<file path="src/rtl/blit_bus_seq.sv">
// blit_bus_seq: blitter bus-cycle sequencer issuing source-read, dest-read and dest-write memory cycles per pixel-word.
module blit_bus_seq #(
  parameter int CW = 16
) (
  input  logic          sys_clk,
  input  logic          xreset_n,
  input  logic          go,
  input  logic          src_en,
  input  logic          dsten,
  input  logic          busprio,
  input  logic [3:0]    cmd_width,
  input  logic [CW-1:0] count,
  input  logic          int_clr,
  input  logic          blit_back,
  input  logic          ack,
  output logic          blit_breq_0,
  output logic          blit_breq_1,
  output logic          mreq,
  output logic          read,
  output logic          width_0,
  output logic          width_1,
  output logic          width_2,
  output logic          width_3,
  output logic [1:0]    phase,
  output logic          step_s,
  output logic          step_d,
  output logic          busy,
  output logic          blit_int
);
  typedef enum logic [2:0] {IDLE, REQ, ISSUE, WAIT, DONE} state_t;
  state_t st, st_n;
  logic [1:0] ph, ph_n, first, nxt;
  logic [CW-1:0] cnt, cnt_n;
  logic se, de, bp, acc, busy_n, act_n;
  logic [3:0] wd;
  assign {width_3, width_2, width_1, width_0} = wd;
  always_comb begin
    acc = st == IDLE && !busy && go;
    first = se ? 2'd1 : de ? 2'd2 : 2'd3;
    nxt = ph == 2'd1 ? (de ? 2'd2 : 2'd3) : ph == 2'd2 ? 2'd3 : first;
    st_n = st;
    ph_n = ph;
    cnt_n = cnt;
    busy_n = busy;
    case (st)
      // a zero-count command lingers one cycle in IDLE with busy set before DONE
      IDLE: if (busy) st_n = DONE;
        else if (acc) begin
          cnt_n = count;
          ph_n = src_en ? 2'd1 : dsten ? 2'd2 : 2'd3;
          st_n = count != '0 ? REQ : IDLE;
          busy_n = 1'b1;
        end
      REQ: st_n = blit_back ? ISSUE : REQ;
      ISSUE: st_n = WAIT;
      WAIT: if (ack) begin
          ph_n = nxt;
          cnt_n = ph == 2'd3 ? cnt - CW'(1) : cnt;
          st_n = ph == 2'd3 && cnt_n == '0 ? DONE : blit_back ? ISSUE : REQ;
        end
      DONE: begin
          st_n = IDLE;
          busy_n = 1'b0;
        end
      default: st_n = IDLE;
    endcase
    act_n = st_n == REQ || st_n == ISSUE || st_n == WAIT;
  end
  always_ff @(posedge sys_clk) begin
    if (!xreset_n) begin
      st <= IDLE;
      ph <= '0;
      cnt <= '0;
      {se, de, bp, wd} <= '0;
      {blit_breq_0, blit_breq_1, mreq, read, phase, step_s, step_d, busy, blit_int} <= '0;
    end else begin
      st <= st_n;
      ph <= ph_n;
      cnt <= cnt_n;
      busy <= busy_n;
      if (acc) {se, de, bp, wd} <= {src_en, dsten, busprio, cmd_width};
      blit_breq_0 <= act_n;
      blit_breq_1 <= act_n && (acc ? busprio : bp);
      mreq <= st_n == ISSUE;
      read <= (st_n == ISSUE || st_n == WAIT) && ph_n != 2'd3;
      phase <= act_n ? ph_n : 2'd0;
      step_s <= st == WAIT && ack && ph == 2'd1;
      step_d <= st == WAIT && ack && ph == 2'd3;
      blit_int <= st == DONE || (blit_int && !int_clr);
    end
  end
endmodule

</file>
<file path="config.mk">
export PLATFORM = sky130hd
export DESIGN_NAME = blit_bus_seq
export DESIGN_NICKNAME = d
export VERILOG_FILES = /design/src/rtl/blit_bus_seq.sv
export SDC_FILE = /design/constraint.sdc
export NUM_CORES = 1
export LEC_CHECK = 0
export ABC_AREA = 1
export BUFFER_PORTS_ARGS = -buffer_cell sky130_fd_sc_hd__buf_2
export CELL_PAD_IN_SITES_DETAIL_PLACEMENT = 1
export CELL_PAD_IN_SITES_GLOBAL_PLACEMENT = 2
export CORE_ASPECT_RATIO = 1.75
export CORE_UTILIZATION = 31
export DETAILED_ROUTE_END_ITERATION = 6
export GPL_ROUTABILITY_DRIVEN = 0
export GPL_TIMING_DRIVEN = 0
export HOLD_SLACK_MARGIN = 0.03
export PLACE_DENSITY_LB_ADDON = 0.1
export SYNTH_ARGS = -nofsm -noshare
export SYNTH_HDL_FRONTEND = slang
export SYNTH_SLANG_ARGS = --single-unit
</file>
<file path="constraint.sdc">
create_clock -name sys_clk -period 5.2 [get_ports sys_clk]
set_clock_uncertainty 0.1 [all_clocks]
set_input_delay 1.56 -clock sys_clk [delete_from_list [all_inputs] [get_ports sys_clk]]
set_output_delay 1.56 -clock sys_clk [all_outputs]
set_load 0.05 [all_outputs]
</file>
Word-level counts from Yosys, hierarchy flattened
Index checks and enable logic that the tools add are counted.
{"block": "word_totals", "output_inout_bits": 14, "wordCells": 79, "reg_bits": 38, "inputBits": 29, "ram_bits": 0, "rom_bits": 0, "latchBits": 0, "memories": 0}
{"block": "classes", "div": 0, "reduce_logical": 22, "multipliers": 0, "n_addsub": 1, "n_lt_le_gt_ge": 0, "bitwise_logic": 0, "n_eq_ne": 14, "muxes": 26, "n_shift": 0}
{"op": "$mux W16", "count": 4}
{"op": "$pmux W16 S2", "count": 1}
{"op": "$logic_not A16 Y1", "count": 1}
{"op": "$mux W2", "count": 8}
{"op": "$reduce_bool A16 Y1", "count": 1}
{"op": "$sub A16 B1 Y16 const B", "count": 1}
{"op": "$eq A3 B2 Y1 const B", "count": 4}
{"op": "$mux W3", "count": 4}
{"op": "$pmux W3 S4", "count": 1}
{"op": "$logic_and A1 B1 Y1", "count": 9}
{"op": "$ne A2 B2 Y1 const B", "count": 4}
{"op": "$eq A3 B1 Y1 const B", "count": 2}
{"op": "$mux W1", "count": 6}
{"op": "$eq A2 B2 Y1 const B", "count": 2}
{"op": "$logic_or A1 B1 Y1", "count": 4}
{"op": "$pmux W2 S2", "count": 1}
{"op": "$reduce_and A4 Y1", "count": 1}
{"op": "$reduce_bool A2 Y1", "count": 2}
{"op": "$eq A3 B3 Y1 const B", "count": 1}
{"op": "$logic_not A3 Y1", "count": 1}
{"op": "$eq A2 B1 Y1 const B", "count": 1}
{"op": "$logic_not A1 Y1", "count": 2}
{"op": "$pmux W1 S2", "count": 1}
{"op": "$reduce_and A2 Y1", "count": 1}

Logic depth before layout (Yosys ltp)
Gate-level depths: netlist of the first run.
{"block": "logic_depth", "word_depth": 11, "mapped_depth": 19, "mapped_depth_nobuf": 19}

Worst setup path after synthesis of the first run
Ideal clock, no wire load.
{"block": "synth_timing", "kind": "input to register", "startpoint": "input go", "endpoint": "register cnt[12]", "setup_slack_ps": 2410, "setup_time_ps": 95, "path_buffers": 1, "cell_stages": 7, "t_arrival_ps": 2595, "required_ps": 5005, "path_cell_list": "inv_1 -> nor2_1 -> nand2_1 -> a21oi_1 -> inv_1 -> clkbuf_1 -> a221oi_1"}
{"block": "synth_between", "elab_chain_len": 3}
{"item": "start, declared", "line": "7", "source": "input logic go,"}
{"item": "$logic_and A1 B1 Y1", "line": "38", "source": "acc = st == IDLE && !busy && go;"}
{"item": "$ne A2 B2 Y1 (no source line)"}
{"item": "$reduce_and A4 Y1 (no source line)"}
{"item": "end signal, assigned", "line": "79", "source": "cnt <= cnt_n;"}
{"item": "end, declared", "line": "33", "source": "logic [CW-1:0] cnt, cnt_n;"}
No other way between the ends.
A chain may end at the register's enable or synchronous reset.

Final worst setup path of the first run
{"block": "layout_timing", "startpoint": "input go", "endpoint": "register read"}
{"block": "layout_between", "elab_chain_len": 7, "word_cells_on_any_way": 12}
{"item": "$logic_and A1 B1 Y1 *", "line": "38"}
{"item": "$mux W3", "line": "48", "source": "else if (acc) begin"}
{"item": "$mux W3", "line": "47", "source": "IDLE: if (busy) st_n = DONE;"}
{"item": "$pmux W3 S4", "line": "45", "source": "case (st)"}
{"item": "$eq A3 B2 Y1", "line": "85", "source": "read <= (st_n == ISSUE || st_n == WAIT) && ph_n != 2'd3;"}
{"item": "$logic_or A1 B1 Y1", "line": "85"}
{"item": "$logic_and A1 B1 Y1 *", "line": "85"}
{"item": "end signal, assigned", "line": "75", "source": "{blit_breq_0, blit_breq_1, mreq, read, phase, step_s, step_d, busy, blit_int} <= '0;"}
{"item": "end signal, assigned", "line": "85"}
{"item": "end, declared", "line": "19", "source": "output logic read,"}
Mark *: on every way between the ends. The rest lies on a longest branch, timed or not.

==> impl_metrics.tcl, run 1 <==
set metrics [dict create \
    p_leak_uw 0.00124 \
    synthesis.area_um2 2140 \
    path_class "input port to flip-flop" \
    drt_iter0_drc 70 \
    drive_above_1_share_pct 18.4 \
    period_share_pct 59.0 \
    cap_violations 0 \
    crit_chain "buf_2 -> inv_1 -> nor2_1 -> nand2_1 -> inv_1 -> nand2_1 -> o221ai_1 -> o221ai_1 -> nand2_1 -> inv_1 -> nor2_1" \
    cp-end-kind "flip-flop" \
    ant_nets 0 \
    synthCells 336 \
    grt_setup_unrepaired "no" \
    synth.distinct_cells 28 \
    syn-num-nets 366 \
    die_h_um 112 \
    place_area_um2 2460 \
    clock-root-buffer "clkbuf_16" \
    synth-async-reset-ratio_pct 0 \
    synthFlopType "dfxtp_1" \
    cp-start-kind "input port" \
    holdBufCountCts 0 \
    clkTransAtPathRegs_ps 60 \
    cts_max_level 2 \
    clkSinkCount 38 \
    setup_viol_count_final 0 \
    numPlacedInstances 460 \
    crit_path_max_fanout 10 \
    start_util_pct 32.6 \
    cp_data_required_time_ps 5330 \
    grt_max_degree 13 \
    via_per_inst 5.02 \
    stdcell_area_um2 2620 \
    synth-seq-cells 38 \
    die-width_um 64.9 \
    crit_slowest_cell "inv_1" \
    synth.area.top_cells "dfxtp_1 35%, nand2_1 14%, nor2_1 8.2%" \
    fin_ws_ps 2130 \
    cts_buffers 5 \
    routed_wirelength_um 7320 \
    power_uw 1090 \
    synth_most_common_cell "nand2_1" \
    firstDrtPassIters 4 \
    power.density_nw_per_um2 415 \
    min_path_cells 2 \
    grt_usage_pct 22.5 \
    num_rows 39 \
    synth_edf_count 0 \
    grt_pass1_wl_um 12300 \
    min_path_type "flip-flop to flip-flop" \
    diodes 0 \
    via_count 2351 \
    outcome "complete, no violations" \
    grt_pass1_vias 2467 \
    finalNonFillerCells 468 \
    arrival_ps 3190 \
    relSlewSlack_pct 55.2 \
    synth_top_area_share_pct 35.5 \
    clock_latency_ps 290 \
    overflow 0 \
    synth_common_cells "82 x nand2_1, 47 x nor2_1, 44 x inv_1" \
    ios 43 \
    ys_warn_count 0 \
    max_freq_mhz 326 \
    cts.repair.resized 0 \
    rr_worst_depth 19 \
    ys_seq_area_share_pct 35.5 \
    synth.largest_area_cell "dfxtp_1" \
    core_um2 6590 \
    slowest_delay_ps 340 \
    cts_tree "done" \
    drc 0 \
    hold_viol 0 \
    cts_setup_buffers 0 \
    wire_per_inst_um 15.6 \
    io_buffers 42 \
    fp.dieArea_um2 7270 \
    peakVddDrop_uv 211 \
    antenna_found_initial 0 \
    timing.final.crit_period_ps 3070 \
    final.setup.tns_ps 0 \
    nNetsFinal 415 \
    fillerInstances 904 \
    clock_path_buffers 2 \
    dp_hpwl_um 5830 \
    report.final.slew_viol_count 0 \
    syn_avg_cell_area_um2 6.38 \
    tightest_slew_ps 672 \
    area_delta_synth_final_pct 22.3 \
    pre_cts_ws_ps 1810 \
]
==> where the power goes <==
group          switching (uW)  total, uW  internal (uW)  leakage (uW)
combinational             254        359            105      0.000848
sequential               37.1        373            336      0.000313
clock                     131        357            227     0.0000771
==> cell families after synthesis <==
logic type      count (synthesis)  synth area share (%)
compound gates                 60                  16.7
buf+inv                        56                  9.98
simple gates                  181                  37.2
flops                          38                  35.5
fa+ha+maj                       1                 0.583
==> cells in the final DEF (no fill, tap or decap), types with 7 or more instances in the layout <==
cell,n
a21oi_1,24
a221oi_1,9
buf_2,44
clkbuf_1,7
dfxtp_1,38
inv_1,44
nand2_1,82
nand3_1,23
nor2_1,47
o21ai_0,18
==> worst paths after layout <==
kind	from	to	slack [ps]
worst max-delay path	go	read	2130
worst min-delay path	blit_int	blit_int	370
worst max register to register	cnt[0]	blit_breq_0	2900
worst min register to register	blit_int	blit_int	370
==> registers in the layout, indices dropped and copies added (netlist names), 2 cells and up <==
name and cells:
cnt 16, ph 2, phase 2, st 3, wd 4
==> stage by stage <==
stage          util, %  hold slack (ps)
2_1_floorplan        -              345
3_3_place_gp      37.3              353
3_5_place_dp      37.3              365
4_1_cts           39.8              374
5_1_grt           39.8              397
6_report          39.8              373
==> worst max-delay path, delay by kind of cell <==
kind            cells  cell delay, ps
buf+inv             4             480
compound gates      2             340
simple gates        5             810
==> layout make-up <==
class / instances / area (um^2) / area share [%]
clock inverter: 2 / 37.5 / 1.43
buffer: 8 / 32.5 / 1.24
timing repair buffer: 42 / 210 / 8.01
clock buffer: 6 / 129 / 4.91
inverter: 48 / 181 / 6.91
sequential: 38 / 761 / 29.0
multi-input combinational: 242 / 1170 / 44.6
tap: 82 / 103 / 3.91
==> layer usage <==
layer / track usage [%] / part of all wire [%]
met3: 2.85 / 2.2
met5: 0 / 0
met1: 24.5 / 39
met2: 42.5 / 57
met4: 8.30 / 1.9
No activity file was read; power rests on OpenSTA's default activity.
==> inputs of run 2 (changes only) <==
Settings changed: CORE_UTILIZATION 31 to 29.
Clock period 5.2 ns to 3.2 ns, I/O delays scaled along.
==> impl_metrics.tcl, run 2 (synthesis results as in run 1) <==
set metrics [dict create \
    outcome "complete, no violations" \
    cap_violations 0 \
    arrival_ps 2560 \
    power_frac_clock_pct 29.6 \
    power_frac_seq_pct 35.9 \
    cts.repair.resized 0 \
    holdBufCountCts 0 \
    peakVddDrop_uv 366 \
    area_delta_synth_final_pct 21.5 \
    crit_family "compound AO/OA/AOI/OAI gates" \
    routed_wirelength_um 7420 \
    core_um2 7180 \
    p_leak_uw 0.00123 \
    start_util_pct 29.9 \
    min_path_type "flip-flop to flip-flop" \
    grt_usage_pct 21.3 \
    cts_max_level 2 \
    fillerInstances 982 \
    slowest_delay_ps 360 \
    io_buffers 42 \
    dp_hpwl_um 5980 \
    clock_path_buffers 2 \
    ios 43 \
    clkSinkCount 38 \
    cp_data_required_time_ps 3290 \
    grt_setup_unrepaired "no" \
    grt_max_degree 13 \
    wire_per_inst_um 15.7 \
    final.setup.tns_ps 0 \
    drc 0 \
    cts_tree "done" \
    internal-power_uw 1010 \
    tightest_slew_ps 620 \
    drt_iter0_drc 76 \
    clock_latency_ps 290 \
    clock-root-buffer "clkbuf_16" \
    grt_pass1_vias 2425 \
    swShare_pct 40.5 \
    grt_pass1_wl_um 12000 \
    switchingPower_uw 685 \
    timing.final.crit_period_ps 2470 \
    antenna_found_initial 0 \
    fp.dieArea_um2 7760 \
    overflow 0 \
    final_cell_mix "82 x nand2_1, 47 x nor2_1, 44 x inv_1, 44 x buf_2, 38 x dfxtp_1" \
    timing.critical_path.mode_cell "inv_1" \
    max_freq_mhz 406 \
    clkTransAtPathRegs_ps 60 \
    period_share_pct 77.0 \
    ant_nets 0 \
    seq_area_um2 761 \
    num_rows 41 \
    cp-start-kind "input port" \
    via_count 2359 \
    via_per_inst 5.00 \
    die_h_um 116 \
    power.density_nw_per_um2 649 \
    final_common_cell "nand2_1" \
    finalNonFillerCells 472 \
    setup_viol_count_final 0 \
    report.final.slew_viol_count 0 \
    top_register "cnt" \
    crit_buf_inv 4 \
    multi_input_area_um2 1170 \
    firstDrtPassIters 4 \
    pwr-share-comb_pct 34.5 \
    drive_above_1_share_pct 18.4 \
    cp-end-kind "flip-flop" \
    diodes 0 \
    path_class "input port to flip-flop" \
    crit_path_max_fanout 10 \
    hold_viol 0 \
    numPlacedInstances 464 \
    crit_chain "buf_2 -> inv_1 -> nor2_1 -> nand2_1 -> a21oi_1 -> inv_1 -> clkbuf_1 -> a221oi_1" \
    crit_slowest_cell "a221oi_1" \
    relSlewSlack_pct 58.7 \
    nNetsFinal 415 \
    cts_buffers 5 \
    largest_reg_flops 16 \
    cts_setup_buffers 0 \
    die-width_um 67.0 \
]
run 2: changes by cell type in the layout (fill, tap and decap cells not counted):
| cell | previous run | this run |
|---|---|---|
| bufinv_16 | 1 | 0 |
| clkinv_2 | 1 | 2 |
| clkinvlp_4 | 1 | 0 |
| clkinv_4 | 0 | 1 |
run 2: power groups by stage:
stage	Combinational [uW]	Clock, uW	Sequential, uW
2_1_floorplan	356	0	678
3_3_place_gp	585	0	616
3_5_place_dp	592	0	618
4_1_cts	595	515	608
5_1_grt	660	531	617
6_report	584	500	607
run 2: cell type report:
cell class / instances / area share, %
Clock inverter: 2 / 0.528
Inverter: 48 / 6.96
Buffer: 8 / 1.25
Clock buffer: 6 / 4.95
Timing Repair Buffer: 42 / 8.07
Tap cell: 86 / 4.13
Multi-Input combinational cell: 242 / 44.9
Sequential cell: 38 / 29.2
run 2: metal layers:
| metal | part of all wire (%) | GRT usage [%] |
|---|---|---|
| met3 | 2.5 | 3.64 |
| met2 | 54 | 39.5 |
| met1 | 40 | 21.7 |
| met4 | 3.9 | 11.2 |
| met5 | 0 | 0 |
run 2: worst paths after layout:
kind	end	depth (start not counted)	slack, ps	start
hold reg to reg	se	2	370	se
setup / recovery	cnt[14]	8	730	go
hold / removal	se	2	370	se
setup reg to reg	blit_breq_0	19	770	cnt[0]
run 2: worst reg2reg max path: cells and delay by family, from the launching register on:
| family | cells | cell delay [ps] |
|---|---|---|
| AND/OR/NAND/NOR | 15 | 1440 |
| buffers and inverters | 3 | 240 |
| adder cells (fa/ha/maj) | 1 | 200 |
| flip-flops | 1 | 310 |
run 2: metrics by stage:
| stage | utilization, % | total power (uW) | setup slack (ps) | hold slack (ps) | cell area [um^2] |
|---|---|---|---|---|---|
| finish | 36.3 | 1690 | 734 | 373 | 2610 |
| global route | 36.3 | 1810 | 400 | 403 | 2610 |
| CTS | 36.3 | 1720 | 680 | 374 | 2610 |
| detailed placement | 34.3 | 1210 | 377 | 361 | 2460 |
| global placement | 34.3 | 1200 | 414 | 352 | 2460 |
| floorplan | - | 1030 | 1010 | 345 | 2140 |
==> inputs of run 3 (changes only) <==
Settings changed: ABC_AREA 1 to 0, CORE_UTILIZATION 29 to 28.
Clock period 3.2 ns to 2.1 ns, I/O delays scaled along.
==> impl_metrics.tcl, run 3 <==
set metrics [dict create \
    outcome "complete, but fails checks" \
    violations "setup timing" \
    fp.dieArea_um2 8160 \
    drc 0 \
    timing.rr.start "cnt[4]" \
    min_path_type "flip-flop to flip-flop" \
    firstDrtPassIters 4 \
    holdBufCountCts 0 \
    via_per_inst 5.63 \
    syn-num-nets 304 \
    min_from "blit_int" \
    peakVddDrop_uv 486 \
    report.final.slew_viol_count 0 \
    crit_slowest_cell "or4_4" \
    synth_top_family_by_area "simple AND/OR/NAND/NOR gates" \
    syn_avg_cell_area_um2 7.96 \
    synth-seq-cells 38 \
    synth_most_common_cell "nor2_1" \
    grt_pass1_vias 2532 \
    timing.final.crit_period_ps 2190 \
    synth.distinct_cells 56 \
    power.density_nw_per_um2 889 \
    grt_max_degree 12 \
    path_class "flip-flop to flip-flop" \
    cp_data_required_time_ps 2200 \
    synthCells 274 \
    synthSimpleGateAreaFrac_pct 28.8 \
    arrival_ps 2300 \
    min_to "blit_int" \
    synth_compound_area_share_pct 24.5 \
    ios 43 \
    swShare_pct 38.3 \
    clkTransAtPathRegs_ps 60 \
    synth-async-reset-ratio_pct 0 \
    io_buffers 42 \
    grt_usage_pct 21.9 \
    antenna_found_initial 0 \
    crit_family "simple AND/OR/NAND/NOR gates" \
    cts_buffers 5 \
    wire_per_inst_um 19.5 \
    tightest_slew_ps 679 \
    switchingPower_uw 1020 \
    drt_iter0_drc 68 \
    synth_edf_count 0 \
    overflow 0 \
    relSlewSlack_pct 54.7 \
    ant_nets 0 \
    hold_viol 0 \
    synth_xor_area_share_pct 0.401 \
    min_path_cells 2 \
    cts_max_level 2 \
    cap_violations 0 \
    die-width_um 68.7 \
    fillerInstances 926 \
    max_freq_mhz 456 \
    clock-root-buffer "clkbuf_16" \
    drive_above_1_share_pct 36.7 \
    ys_warn_count 0 \
    timing.critical_path.mode_cell "or4_4" \
    final_cell_mix "42 x buf_2, 39 x nor2_1, 32 x dfxtp_1" \
    largest_reg_flops 16 \
    rr_worst_depth 5 \
    grt_setup_unrepaired "yes" \
    num_rows 42 \
    internal-power_uw 1640 \
    crit_buf_inv 0 \
    synth_common_cells "39 x nor2_1, 38 x dfxtp_1, 20 x a21oi_1" \
    synth_top_area_share_pct 34.9 \
    via_count 2364 \
    area_delta_synth_final_pct 36.8 \
    synthesis.area_um2 2180 \
    final_common_cell "buf_2" \
    yosys.area_share.adder_pct 1.03 \
    cp-start-kind "flip-flop" \
    crit_chain "or4_4 -> or4_4 -> and3_4 -> and2_4 -> a211oi_2" \
    synth.area.top_cells "dfxtp_1 35%, nor2_1 6.7%, a21oi_1 4.6%" \
    die_h_um 119 \
    dp_hpwl_um 6170 \
    clkSinkCount 38 \
    slowest_delay_ps 620 \
    p_leak_uw 0.00119 \
    fin_ws_ps -92.8 \
    cts_tree "done" \
    diodes 0 \
    fin_util_pct 39.4 \
    reg2reg_slack_ps -90 \
    multi_input_area_um2 1540 \
    period_share_pct 104 \
    synthFlopType "dfxtp_1" \
    clock_latency_ps 280 \
    core_um2 7570 \
    setup_viol_count_final 11 \
    ys_seq_area_share_pct 34.9 \
    synth_mux_area_share_pct 4.64 \
    nNetsFinal 362 \
    final.setup.tns_ps -533 \
    power_frac_clock_pct 27.7 \
    synth.largest_area_cell "dfxtp_1" \
    crit_path_max_fanout 7 \
    r2r_end "phase[0]" \
    top_register "cnt" \
    start_util_pct 28.8 \
    routed_wirelength_um 8200 \
    cp-end-kind "flip-flop" \
    clock_path_buffers 2 \
    seq_area_um2 771 \
    power_frac_seq_pct 34.3 \
    pwr-share-comb_pct 38.1 \
    grt_pass1_wl_um 12800 \
]
[run 3: power by group through the flow]
stage	clock network [uW]	registers, uW	logic [uW]
2_1_floorplan	0	983	548
4_1_cts	761	905	977
6_report	734	910	1010
5_1_grt	781	923	1090
3_5_place_dp	0	916	866
3_3_place_gp	0	914	859
[run 3: worst max path at each step]
stage / slack [ps] / cells after the start / endpoint / start
2_1_floorplan: 5 / 6 / read / cnt[4]
3_3_place_gp: -860 / 6 / cnt[6] / ack
3_5_place_dp: -820 / 6 / cnt[6] / ack
4_1_cts: -70 / 5 / read / cnt[10]
5_1_grt: -140 / 5 / phase[0] / cnt[4]
6_report: -90 / 5 / phase[0] / cnt[4]
[run 3: cells by family (layout without fill, tap and decap cells)]
family | after synthesis | count (layout)
mux | 10 | 10
simple gates | 118 | 118
compound gates | 78 | 78
buf+inv | 27 | 85
fa+ha+maj | 2 | 2
flops | 38 | 38
xor+xnor | 1 | 1
[run 3: layout make-up]
type | count | share of cell area [%]
plain buffers | 15 | 3.19
clock buffers | 5 | 4.19
inverters | 10 | 1.26
repair buffers | 53 | 9.94
multi-input cells | 209 | 51.6
clock inverters | 2 | 0.335
flip-flops and latches | 38 | 25.8
well taps | 88 | 3.69
[run 3: timing repair]
item / CTS / global route
pin swaps: 11 / 3
buffers inserted: 8 / 3
setup endpoints to repair: 26 / 23
cloned: 0 / 0
resized for setup: 45 / 8
[run 3: layer usage]
metal	up-vias	routed length, um	track usage, %
li1	1139	-	-
met3	24	226	4.05
met4	0	337	12.2
met1	1141	3160	22.1
met2	60	4470	39.4
met5	-	0	0
[run 3: worst min-delay path: stages (launching register included)]
cell and delay (ps):
dfxtp_1 310, nand2b_1 60, a21oi_1 60
[run 3: metrics by stage]
step / instances / hold slack, ps / setup slack (ps) / instance area (um^2) / total power (uW)
2_1_floorplan: 274 / 348 / 5.01 / 2240 / 1530
3_3_place_gp: 404 / 359 / -857 / 2560 / 1770
3_5_place_dp: 404 / 376 / -820 / 2560 / 1780
4_1_cts: 417 / 386 / -69.6 / 2930 / 2640
5_1_grt: 420 / 393 / -139 / 2980 / 2790
6_report: 420 / 377 / -92.8 / 2980 / 2650
